===== src/rtl/store_wbuf_if.sv =====
//------------------------------------------------------------------------------
// Module   : store_wbuf_if
// Purpose  : Bundles the three buses around the store write buffer: the
//            core store request, the data-memory write port and the load
//            conflict/forwarding query, plus the occupancy status.
// Modports : slave  - the write buffer itself
//            master - whoever drives the core side and the memory side
// Ports    : st_valid/st_ready/st_addr/st_wdata/st_wmask   core store request
//            mem_wvalid/mem_wready/mem_waddr/mem_wdata/mem_wmask  memory write
//            ld_valid/ld_addr/ld_stall/ld_fwd_data/ld_fwd_mask    load query
//            empty/count                                   occupancy status
// Revision : 1.0 - initial release
//------------------------------------------------------------------------------
`default_nettype none

interface store_wbuf_if #(
  parameter int DEPTH  = 4,
  parameter int ADDR_W = 64,
  parameter int DATA_W = 64
);
  localparam int MASK_W = DATA_W / 8;
  localparam int CNT_W  = $clog2(DEPTH) + 1;

  logic              st_valid;
  logic              st_ready;
  logic [ADDR_W-1:0] st_addr;
  logic [DATA_W-1:0] st_wdata;
  logic [MASK_W-1:0] st_wmask;

  logic              mem_wvalid;
  logic              mem_wready;
  logic [ADDR_W-1:0] mem_waddr;
  logic [DATA_W-1:0] mem_wdata;
  logic [MASK_W-1:0] mem_wmask;

  logic              ld_valid;
  logic [ADDR_W-1:0] ld_addr;
  logic              ld_stall;
  logic [DATA_W-1:0] ld_fwd_data;
  logic [MASK_W-1:0] ld_fwd_mask;

  logic              empty;
  logic [CNT_W-1:0]  count;

  modport slave (
    input  st_valid, st_addr, st_wdata, st_wmask,
    output st_ready,
    output mem_wvalid, mem_waddr, mem_wdata, mem_wmask,
    input  mem_wready,
    input  ld_valid, ld_addr,
    output ld_stall, ld_fwd_data, ld_fwd_mask,
    output empty, count
  );

  modport master (
    output st_valid, st_addr, st_wdata, st_wmask,
    input  st_ready,
    input  mem_wvalid, mem_waddr, mem_wdata, mem_wmask,
    output mem_wready,
    output ld_valid, ld_addr,
    input  ld_stall, ld_fwd_data, ld_fwd_mask,
    input  empty, count
  );

endinterface

`default_nettype wire


===== src/rtl/store_wbuf.sv =====
//------------------------------------------------------------------------------
// Module   : store_wbuf
// Purpose  : In-order store write buffer. Accepts byte-masked stores from the
//            core, drains them one at a time to the data-memory write port and
//            answers same-cycle load address queries against pending stores.
// Config   : `define WBUF_FWD_EN enables store-to-load forwarding (youngest
//            matching entry per byte lane, never stalls). Without it, a load
//            that hits any pending store in the same 8-byte line is stalled.
// Ports    : clk    - system clock, rising edge
//            rst_n  - asynchronous active-low reset
//            bus    - store_wbuf_if.slave (store, memory write, load query,
//                     empty/count status)
// Revision : 1.0 - initial release
//------------------------------------------------------------------------------
`default_nettype none

module store_wbuf #(
  parameter int DEPTH  = 4,
  parameter int ADDR_W = 64,
  parameter int DATA_W = 64
) (
  input  wire logic    clk,
  input  wire logic    rst_n,
  store_wbuf_if.slave  bus
);

  localparam int MASK_W = DATA_W / 8;
  localparam int PTR_W  = $clog2(DEPTH);
  localparam int CNT_W  = PTR_W + 1;

  localparam logic [CNT_W-1:0]  FULL_CNT  = CNT_W'(DEPTH);
  // Keeps the 8-byte line part of an address; the low 3 bits select a lane.
  localparam logic [ADDR_W-1:0] LINE_MASK = ~(ADDR_W'(7));

  logic [ADDR_W-1:0] ent_addr [DEPTH];
  logic [DATA_W-1:0] ent_data [DEPTH];
  logic [MASK_W-1:0] ent_mask [DEPTH];
  logic [DEPTH-1:0]  ent_valid;

  logic [PTR_W-1:0]  head;
  logic [PTR_W-1:0]  tail;
  logic [CNT_W-1:0]  count_q;

  logic              not_full;
  logic              head_valid;
  logic              push;
  logic              pop;
  logic [DEPTH-1:0]  match;

  // Ready depends only on the registered count, so a full buffer refuses a
  // store even in a cycle where the head drains.
  assign not_full   = (count_q != FULL_CNT);
  assign head_valid = (count_q != '0);

  // Zero-mask stores are handshaken but write nothing, so they are dropped.
  assign push = bus.st_valid && not_full && (bus.st_wmask != '0);
  assign pop  = head_valid && bus.mem_wready;

  // Control state: pointers, occupancy and per-entry valid bits.
  always_ff @(posedge clk or negedge rst_n) begin
    if (!rst_n) begin
      head      <= '0;
      tail      <= '0;
      count_q   <= '0;
      ent_valid <= '0;
    end else begin
      // push and pop never target the same slot: that would need count==0
      // (no pop) or count==DEPTH (no push).
      if (push) begin
        ent_valid[tail] <= 1'b1;
        tail            <= tail + 1'b1;
      end
      if (pop) begin
        ent_valid[head] <= 1'b0;
        head            <= head + 1'b1;
      end
      case ({push, pop})
        2'b10:   count_q <= count_q + 1'b1;
        2'b01:   count_q <= count_q - 1'b1;
        default: count_q <= count_q;
      endcase
    end
  end

  // Entry payload needs no reset: it is only observed through valid bits.
  always_ff @(posedge clk) begin
    if (push) begin
      ent_addr[tail] <= bus.st_addr;
      ent_data[tail] <= bus.st_wdata;
      ent_mask[tail] <= bus.st_wmask;
    end
  end

  assign bus.st_ready   = not_full;
  assign bus.empty      = !head_valid;
  assign bus.count      = count_q;
  assign bus.mem_wvalid = head_valid;
  // Payload is forced to zero while idle so stale storage never leaks out.
  assign bus.mem_waddr  = head_valid ? (ent_addr[head] & LINE_MASK) : '0;
  assign bus.mem_wdata  = head_valid ? ent_data[head] : '0;
  assign bus.mem_wmask  = head_valid ? ent_mask[head] : '0;

  // Per-entry line match against the load address.
  for (genvar g = 0; g < DEPTH; g++) begin : g_match
    assign match[g] = ent_valid[g]
                   && (((ent_addr[g] ^ bus.ld_addr) & LINE_MASK) == '0)
                   && (ent_mask[g] != '0);
  end

`ifdef WBUF_FWD_EN
  logic [DATA_W-1:0] fwd_data;
  logic [MASK_W-1:0] fwd_mask;
  logic [PTR_W-1:0]  idx;

  // Walk entries oldest to youngest so younger lanes overwrite older ones.
  always_comb begin
    fwd_data = '0;
    fwd_mask = '0;
    idx      = '0;
    if (bus.ld_valid) begin
      for (int k = 0; k < DEPTH; k++) begin
        idx = head + PTR_W'(k);
        if (match[idx]) begin
          for (int b = 0; b < MASK_W; b++) begin
            if (ent_mask[idx][b]) begin
              fwd_data[8*b +: 8] = ent_data[idx][8*b +: 8];
              fwd_mask[b]        = 1'b1;
            end
          end
        end
      end
    end
  end

  assign bus.ld_stall    = 1'b0;
  assign bus.ld_fwd_data = fwd_data;
  assign bus.ld_fwd_mask = fwd_mask;
`else
  assign bus.ld_stall    = bus.ld_valid && (|match);
  assign bus.ld_fwd_data = '0;
  assign bus.ld_fwd_mask = '0;
`endif

endmodule

`default_nettype wire


===== src/flat_wrapper.sv =====
// flat-port wrapper written by rule: the top's interface ports become plain ports
module store_wbuf_flat 
#(
  parameter int DEPTH  = 4,
  parameter int ADDR_W = 64,
  parameter int DATA_W = 64
)
  (clk, rst_n, bus_st_valid, bus_st_addr, bus_st_wdata, bus_st_wmask, bus_st_ready, bus_mem_wvalid, bus_mem_waddr, bus_mem_wdata, bus_mem_wmask, bus_mem_wready, bus_ld_valid, bus_ld_addr, bus_ld_stall, bus_ld_fwd_data, bus_ld_fwd_mask, bus_empty, bus_count);
  store_wbuf_if #(.DEPTH(DEPTH), .ADDR_W(ADDR_W), .DATA_W(DATA_W)) bus_i ();
  input  wire logic clk;
  input  wire logic rst_n;
  input wire logic [$bits(bus_i.st_valid)-1:0] bus_st_valid;
  input wire logic [$bits(bus_i.st_addr)-1:0] bus_st_addr;
  input wire logic [$bits(bus_i.st_wdata)-1:0] bus_st_wdata;
  input wire logic [$bits(bus_i.st_wmask)-1:0] bus_st_wmask;
  output wire logic [$bits(bus_i.st_ready)-1:0] bus_st_ready;
  output wire logic [$bits(bus_i.mem_wvalid)-1:0] bus_mem_wvalid;
  output wire logic [$bits(bus_i.mem_waddr)-1:0] bus_mem_waddr;
  output wire logic [$bits(bus_i.mem_wdata)-1:0] bus_mem_wdata;
  output wire logic [$bits(bus_i.mem_wmask)-1:0] bus_mem_wmask;
  input wire logic [$bits(bus_i.mem_wready)-1:0] bus_mem_wready;
  input wire logic [$bits(bus_i.ld_valid)-1:0] bus_ld_valid;
  input wire logic [$bits(bus_i.ld_addr)-1:0] bus_ld_addr;
  output wire logic [$bits(bus_i.ld_stall)-1:0] bus_ld_stall;
  output wire logic [$bits(bus_i.ld_fwd_data)-1:0] bus_ld_fwd_data;
  output wire logic [$bits(bus_i.ld_fwd_mask)-1:0] bus_ld_fwd_mask;
  output wire logic [$bits(bus_i.empty)-1:0] bus_empty;
  output wire logic [$bits(bus_i.count)-1:0] bus_count;
  assign bus_i.st_valid = bus_st_valid;
  assign bus_i.st_addr = bus_st_addr;
  assign bus_i.st_wdata = bus_st_wdata;
  assign bus_i.st_wmask = bus_st_wmask;
  assign bus_st_ready = bus_i.st_ready;
  assign bus_mem_wvalid = bus_i.mem_wvalid;
  assign bus_mem_waddr = bus_i.mem_waddr;
  assign bus_mem_wdata = bus_i.mem_wdata;
  assign bus_mem_wmask = bus_i.mem_wmask;
  assign bus_i.mem_wready = bus_mem_wready;
  assign bus_i.ld_valid = bus_ld_valid;
  assign bus_i.ld_addr = bus_ld_addr;
  assign bus_ld_stall = bus_i.ld_stall;
  assign bus_ld_fwd_data = bus_i.ld_fwd_data;
  assign bus_ld_fwd_mask = bus_i.ld_fwd_mask;
  assign bus_empty = bus_i.empty;
  assign bus_count = bus_i.count;
  store_wbuf #(.DEPTH(DEPTH), .ADDR_W(ADDR_W), .DATA_W(DATA_W)) u_core (.clk(clk), .rst_n(rst_n), .bus(bus_i));
endmodule

===== config.mk =====
export PLATFORM = sky130hd
export DESIGN_NAME = store_wbuf_flat
export DESIGN_NICKNAME = d
export VERILOG_FILES = /design/src/rtl/store_wbuf_if.sv /design/src/rtl/store_wbuf.sv /design/src/flat_wrapper.sv
export SDC_FILE = /design/constraint.sdc
export NUM_CORES = 1
export LEC_CHECK = 0
export CAP_MARGIN = 20
export CORE_UTILIZATION = 69
export CTS_CLUSTER_DIAMETER = 40
export CTS_CLUSTER_SIZE = 40
export DETAILED_ROUTE_END_ITERATION = 16
export DONT_BUFFER_PORTS = 1
export PLACE_DENSITY_LB_ADDON = 0.1
export SYNTH_ARGS = -nofsm -noshare
export SYNTH_HDL_FRONTEND = slang
export SYNTH_SLANG_ARGS = --single-unit

===== constraint.sdc =====
create_clock -name clk -period 10.9 [get_ports clk]
set_input_delay 0 -clock clk [delete_from_list [all_inputs] [get_ports clk]]
set_output_delay 0 -clock clk [all_outputs]
set_load 0.01 [all_outputs]

Word-level counts from Yosys, hierarchy flattened
Memory sizes are Yosys's and may differ from the RTL's.
Index checks and enable logic that the tools add are counted.
{"block": "word_totals", "regBits": 11, "ramBits": 544, "input_bits": 205, "output_inout_bits": 215, "word_cells": 64, "n_memories": 3}
{"block": "classes", "add_sub_neg": 4, "n_lt_le_gt_ge": 4, "eq_ne": 3, "n_mux": 12, "bitwise_logic": 7, "n_reduce_logical": 27}
{"name": "u_core.ent_addr", "words": 4, "width": 64, "read_ports": 5, "rd_clocked_by_memory_dff": 0, "wr": 1, "line": "store_wbuf.sv:35", "rtl": "logic [ADDR_W-1:0] ent_addr [DEPTH];"}
{"name": "u_core.ent_data", "words": 4, "width": 64, "read_ports": 1, "rd_clocked_by_memory_dff": 0, "wr": 1, "line": "store_wbuf.sv:36", "rtl": "logic [DATA_W-1:0] ent_data [DEPTH];"}
{"name": "u_core.ent_mask", "words": 4, "width": 8, "read_ports": 5, "rd_clocked_by_memory_dff": 0, "wr": 1, "line": "store_wbuf.sv:37", "rtl": "logic [MASK_W-1:0] ent_mask [DEPTH];"}
{"cell": "64-bit zero test", "n": 4}
{"cell": "64-bit XOR", "n": 4}
{"cell": "64-bit two-way mux", "n": 2}
{"cell": "8-bit nonzero test", "n": 5}
{"cell": "1-bit logical AND", "n": 14}
{"cell": "4-bit two-way mux", "n": 2}
{"cell": "8-bit two-way mux", "n": 1}
{"cell": "2-bit by 3-bit less-than comparator with 1-bit output, second input constant", "n": 2}
{"cell": "3-bit case mux with 2 select lines", "n": 1}
{"cell": "2-bit by 1-bit adder with 2-bit output, second input constant", "n": 2}
{"cell": "4-bit AND", "n": 1}
{"cell": "1-bit demux with 2-bit select", "n": 2}
{"cell": "2-bit by 1-bit greater-or-equal comparator with 1-bit output, second input constant", "n": 2}
{"cell": "1-bit two-way mux", "n": 4}
{"cell": "4-bit inverter", "n": 1}
{"cell": "4-bit bitwise OR", "n": 1}
{"cell": "4-bit OR reduction", "n": 1}
{"cell": "3-bit by 1-bit adder with 3-bit output, second input constant", "n": 1}
{"cell": "3-bit != test, second input constant", "n": 1}
{"cell": "3-bit nonzero test", "n": 1}
{"cell": "3-bit by 1-bit subtractor with 3-bit output, second input constant", "n": 1}
{"cell": "2-bit by 1-bit == test with 1-bit output, second input constant", "n": 1}
{"cell": "2-bit == test, second input constant", "n": 1}
{"cell": "2-bit nonzero test", "n": 1}
{"cell": "1-bit zero test", "n": 1}

Longest topological paths before layout
{"block": "depth", "word_depth": 8, "mapped_depth": 11, "ltp_nobuf": 11}

Least setup slack after synthesis
Ideal clock, no wire load.
{"block": "synth_timing", "kind": "register to register", "from": "register u_core.count_q[0], in the netlist u_core.bus.count[0]", "to": "memory u_core.ent_addr[0][10] (enable)", "setup_ps": 509, "t_arrival_ps": 4189, "t_required_ps": 10391, "slack_ps": 6202, "path_stages_with_launch": 6, "path_buffers": 0, "period_less_slack_ps": 4698, "path_cell_list": "dfrtp_1 inv_1 nand3_1 nand2_1 a21oi_1 and2_1"}
{"block": "synth_between", "elab_chain_len": 5}
{"item": "start: declaration", "line": "store_wbuf.sv:42", "rtl": "logic [CNT_W-1:0] count_q;"}
{"item": "start signal: assignment", "line": "store_wbuf.sv:78", "rtl": "2'b10: count_q <= count_q + 1'b1;"}
{"item": "start signal: assignment", "line": "store_wbuf.sv:79", "rtl": "2'b01: count_q <= count_q - 1'b1;"}
{"item": "start signal: assignment", "line": "store_wbuf.sv:80", "rtl": "default: count_q <= count_q;"}
{"item": "3-bit != test", "line": "store_wbuf.sv:52", "rtl": "assign not_full = (count_q != FULL_CNT);"}
{"item": "net bus_st_ready", "line": "flat_wrapper.sv:16", "rtl": "output wire logic [$bits(bus_i.st_ready)-1:0] bus_st_ready;"}
{"item": "1-bit logical AND (2 in series)", "line": "store_wbuf.sv:56", "rtl": "assign push = bus.st_valid && not_full && (bus.st_wmask != '0);"}
{"item": "1-bit two-way mux", "line": "store_wbuf.sv:87", "rtl": "if (push) begin"}
{"item": "1-bit two-way mux (implied by the code)", "line": "store_wbuf.sv:88", "rtl": "ent_addr[tail] <= bus.st_addr;"}
{"item": "end: declaration", "line": "store_wbuf.sv:35"}
The timed path passes the listed nets, and every way through them passes these cells.

Final worst setup path
{"block": "layout_timing", "from": "register u_core.head[0]", "to": "output port bus_mem_waddr[4]"}
{"block": "layout_between", "elab_chain_len": 2}
{"item": "start: declaration", "line": "store_wbuf.sv:40", "rtl": "logic [PTR_W-1:0] head;"}
{"item": "start signal: assignment", "line": "store_wbuf.sv:75", "rtl": "head <= head + 1'b1;"}
{"item": "memory read 4 x 64 bit"}
{"item": "64-bit two-way mux", "line": "store_wbuf.sv:99", "rtl": "assign bus.mem_waddr = head_valid ? (ent_addr[head] & LINE_MASK) : '0;"}
{"item": "end: declaration", "line": "flat_wrapper.sv:18", "rtl": "output wire logic [$bits(bus_i.mem_waddr)-1:0] bus_mem_waddr;"}
No other way between the ends.

==> metrics.cfg <==
[global_route]
gr-usage-all-layers_pct = 36.5
grt_use_met1_pct = 47.1
grt_pass1_vias = 13900
met3_usage_pct = 10.2
use_met2_pct = 59.4
grt_busiest_layer = met2
grt_pass1_wl_microns = 92400
grt_overflow_total = 0
grt_max_degree = 98
antenna_found_initial = 3

[cells_and_area]
syn2layout_area_growth_pct = 14.1
final_area_sq_um = 27600
drive_gt1_share_pct = 15.6
n_fill_cell = 1749
nets = 1762

[detailed_routing]
drt-wirelength-per-cell_microns = 31.2
drtIter0Drc = 1366
wl_microns = 64100
first_pass_iters = 5
route.detailed.drc = 0
post_drt_via_cell_ratio = 6.60
vias = 13500
ant_nets = 0

[setup_path]
end_kind = primary output
setup.worst_path.start_class = register
crit_required_ns = 10.90
reg2reg_depth = 6
worstSetupPathType = reg -> out
worstPathArrival_ns = 3.50
path_max_fanout = 48

[pwr]
switching_share_pct = 33.8
cellPowerDensity_nw_per_um2 = 258
leakagePower_nw = 9.14
p_switching_mw = 2.40
peakVddDrop_uv = 222
comb_power_share_pct = 30.4
clkPwrFrac_pct = 27.1
seq_power_share_pct = 42.5
p_int_mw = 4.72

[clock_network]
path_clk_slew_ns = 0.07
clock_sinks = 543
clock_latency_ns = 0.61
clk_path_buf_depth = 3
cts-root-buf = clkbuf_16
cts_inserted_buffers = 57
htreeDepth = 2
ctsResizeCount = 0
cts_tree = done

[synthesis]
syn_avg_cell_area_sq_um = 17.3
yosys_warnings = 0
synthCells = 1400
synthSimpleGateAreaFrac_pct = 6.70
synthMuxAreaShare_pct = 12.4
synth_area_sq_um = 24200
synth_top_family_by_area = multiplexers
ys_types = 45
yosys.area_share.adder_pct = 0.548
seq_area_frac_synth_pct = 67.2
synth_xor_area_share_pct = 6.22
ys_seq_elements = 543
synth_compound_area_share_pct = 2.51
synth_edf_count = 532
synth_ff_type = edfxtp_1
synth-async-reset-ratio_pct = 2.03

[die]
initial_utilization_pct = 70.0
die_area_sq_um = 35800
die_y_microns = 189
io_pins = 420
rows = 68
core_sq_um = 34500
dieWidth_microns = 189

[timing]
post-route-period-util_pct = 32.1
fin_setup_tns_ns = 0
finalClockSkew_ns = 0.0287
max_slew.worst_pin.slew_ns = 1.02
worst_slack_ns = 7.40
timing_hold_violations_final = 0
fmax_ghz = 0.285
drv_slew = 0
setup_viol = 0
maxSlewHeadroom_pct = 32.0
fin_crit_ns = 3.50
rsz0062_at_grt = false

[min_path]
hp-class = in -> reg
worstHoldPathCells = 1

[placement]
place_ws_ns = 7.74
dp_hpwl_microns = 41900
post_dp_cell_area_sq_um = 24300
io_buffers = 0
gp_congestion = 0.970

[flow_run]
cap_violations = 0

[status]
status = completed

[critical path: stages, from the launching register on]
cell and delay (ns):
dfrtp_4 1.00, buf_4 0.91, mux4_2 0.68, and2_1 0.22
[cells by family after synthesis]
family          Yosys count
other cells               1
simple gates            262
compound gates           78
buf+inv                 201
flops                   543
mux                     134
xor+xnor                171
fa+ha+maj                10
[cell usage in the layout, fill, tap and decap left out, types with 9 or more instances in the layout]
master / n
edfxtp_1: 532
dlygate4sd3_1: 137
and2_1: 134
mux4_2: 133
xnor2_1: 121
conb_1: 75
inv_1: 65
clkbuf_16: 57
xor2_1: 49
nand4_1: 38
nor4_1: 33
o22ai_1: 23
nor2b_1: 19
inv_6: 16
nand2b_1: 13
buf_4: 13
inv_8: 11
a221oi_1: 9
ha_1: 9
dfrtp_1: 9
[flip-flops by register name, summed over array words and instances, names as in the netlist]
name,count
u_core.ent_data,256
u_core.ent_addr,244
u_core.ent_mask,32
u_core.ent_valid,4
u_core.bus.count,3
u_core.head,2
u_core.tail,2
[what timing repair did]
item / CTS / global route
hold buffers: 137 / 0
hold endpoints to repair: 551 / 0
setup buffers: 0 / 0
[per-stage QoR]
step | cells | hold slack (ns) | utilization (%) | power (mW)
2_1_floorplan | 1474 | -0.296 | - | 4.63
3_3_place_gp | 1806 | -0.295 | 70.5 | 5.08
3_5_place_dp | 1806 | -0.295 | 70.5 | 5.12
4_1_cts | 2049 | 0.0412 | 79.8 | 7.09
5_1_grt | 2049 | 0.0806 | 79.8 | 7.36
6_report | 2051 | 0.0882 | 79.9 | 7.12
[power by group through the flow]
stage / combinational, mW / clock [mW] / sequential (mW)
after floorplan: 1.66 / 0 / 2.97
after global placement: 2.06 / 0 / 3.02
after detailed placement: 2.07 / 0 / 3.05
after CTS: 2.15 / 1.93 / 3.01
after global routing: 2.28 / 2.02 / 3.06
final: 2.16 / 1.93 / 3.03
[cell usage after synthesis (2+ instances only)]
library cell / number / area, sq um
buf_4: 75 / 563
xnor2_1: 121 / 1060
a2bb2oi_1: 4 / 35.0
o221ai_1: 5 / 43.8
nand2_1: 7 / 26.3
a22o_1: 4 / 35.0
a222oi_1: 3 / 30.0
a221o_1: 2 / 20.0
or4_1: 4 / 30.0
buf_2: 13 / 65.1
o21ai_0: 4 / 20.0
xor2_1: 49 / 429
nor2b_1: 19 / 119
nor3_1: 3 / 15.0
and2_1: 138 / 863
o2111ai_1: 6 / 52.6
a22oi_1: 6 / 45.0
ha_1: 9 / 113
mux4_2: 133 / 3000
nand3_1: 3 / 15.0
dfrtp_1: 11 / 275
a2111oi_0: 6 / 52.6
clkbuf_1: 45 / 169
o22ai_1: 23 / 144
inv_1: 65 / 244
nor4_1: 33 / 206
edfxtp_1: 532 / 16000
nand2b_1: 13 / 81.3
o2bb2ai_1: 3 / 26.3
nand4_1: 38 / 238
a221oi_1: 9 / 78.8
[area by class of cell]
type / count / area, sq um / area share, %
Tap cell: 455 / 569 / 2.06
Clock buffer: 61 / 1440 / 5.23
Inverter: 65 / 244 / 0.885
Sequential cell: 543 / 16300 / 58.9
Clock inverter: 45 / 430 / 1.56
Antenna cell: 2 / 5.00 / 0.0181
Timing Repair Buffer: 150 / 1470 / 5.33
Multi-Input combinational cell: 730 / 7170 / 26.0
[routing by layer]
layer,up-vias,share of wire (%)
met3,146,11
met5,-,0.039
li1,5578,-
met4,4,4.0
met2,919,50
met1,6891,35
[path summary, 6_finish.rpt]
kind	startpoint	endpoint	slack, ns
max	u_core.head[0]$_DFFE_PN0N_	bus_mem_waddr[4]	7.40
min	bus_st_wdata[29]	u_core.ent_data[2][29]$_DFFE_PP_	0.09
max reg2reg	u_core.bus.count[1]$_DFFE_PN0P_	u_core.ent_data[3][52]$_DFFE_PP_	7.63
min reg2reg	u_core.ent_valid[1]$_DFF_PN0_	u_core.ent_valid[1]$_DFF_PN0_	0.60
max in group asynchronous	rst_n	u_core.head[1]$_DFFE_PN0N_	10.08
min in group asynchronous	rst_n	u_core.bus.count[1]$_DFFE_PN0P_	0.38
Note: power is estimated with default switching activity, not from simulation.
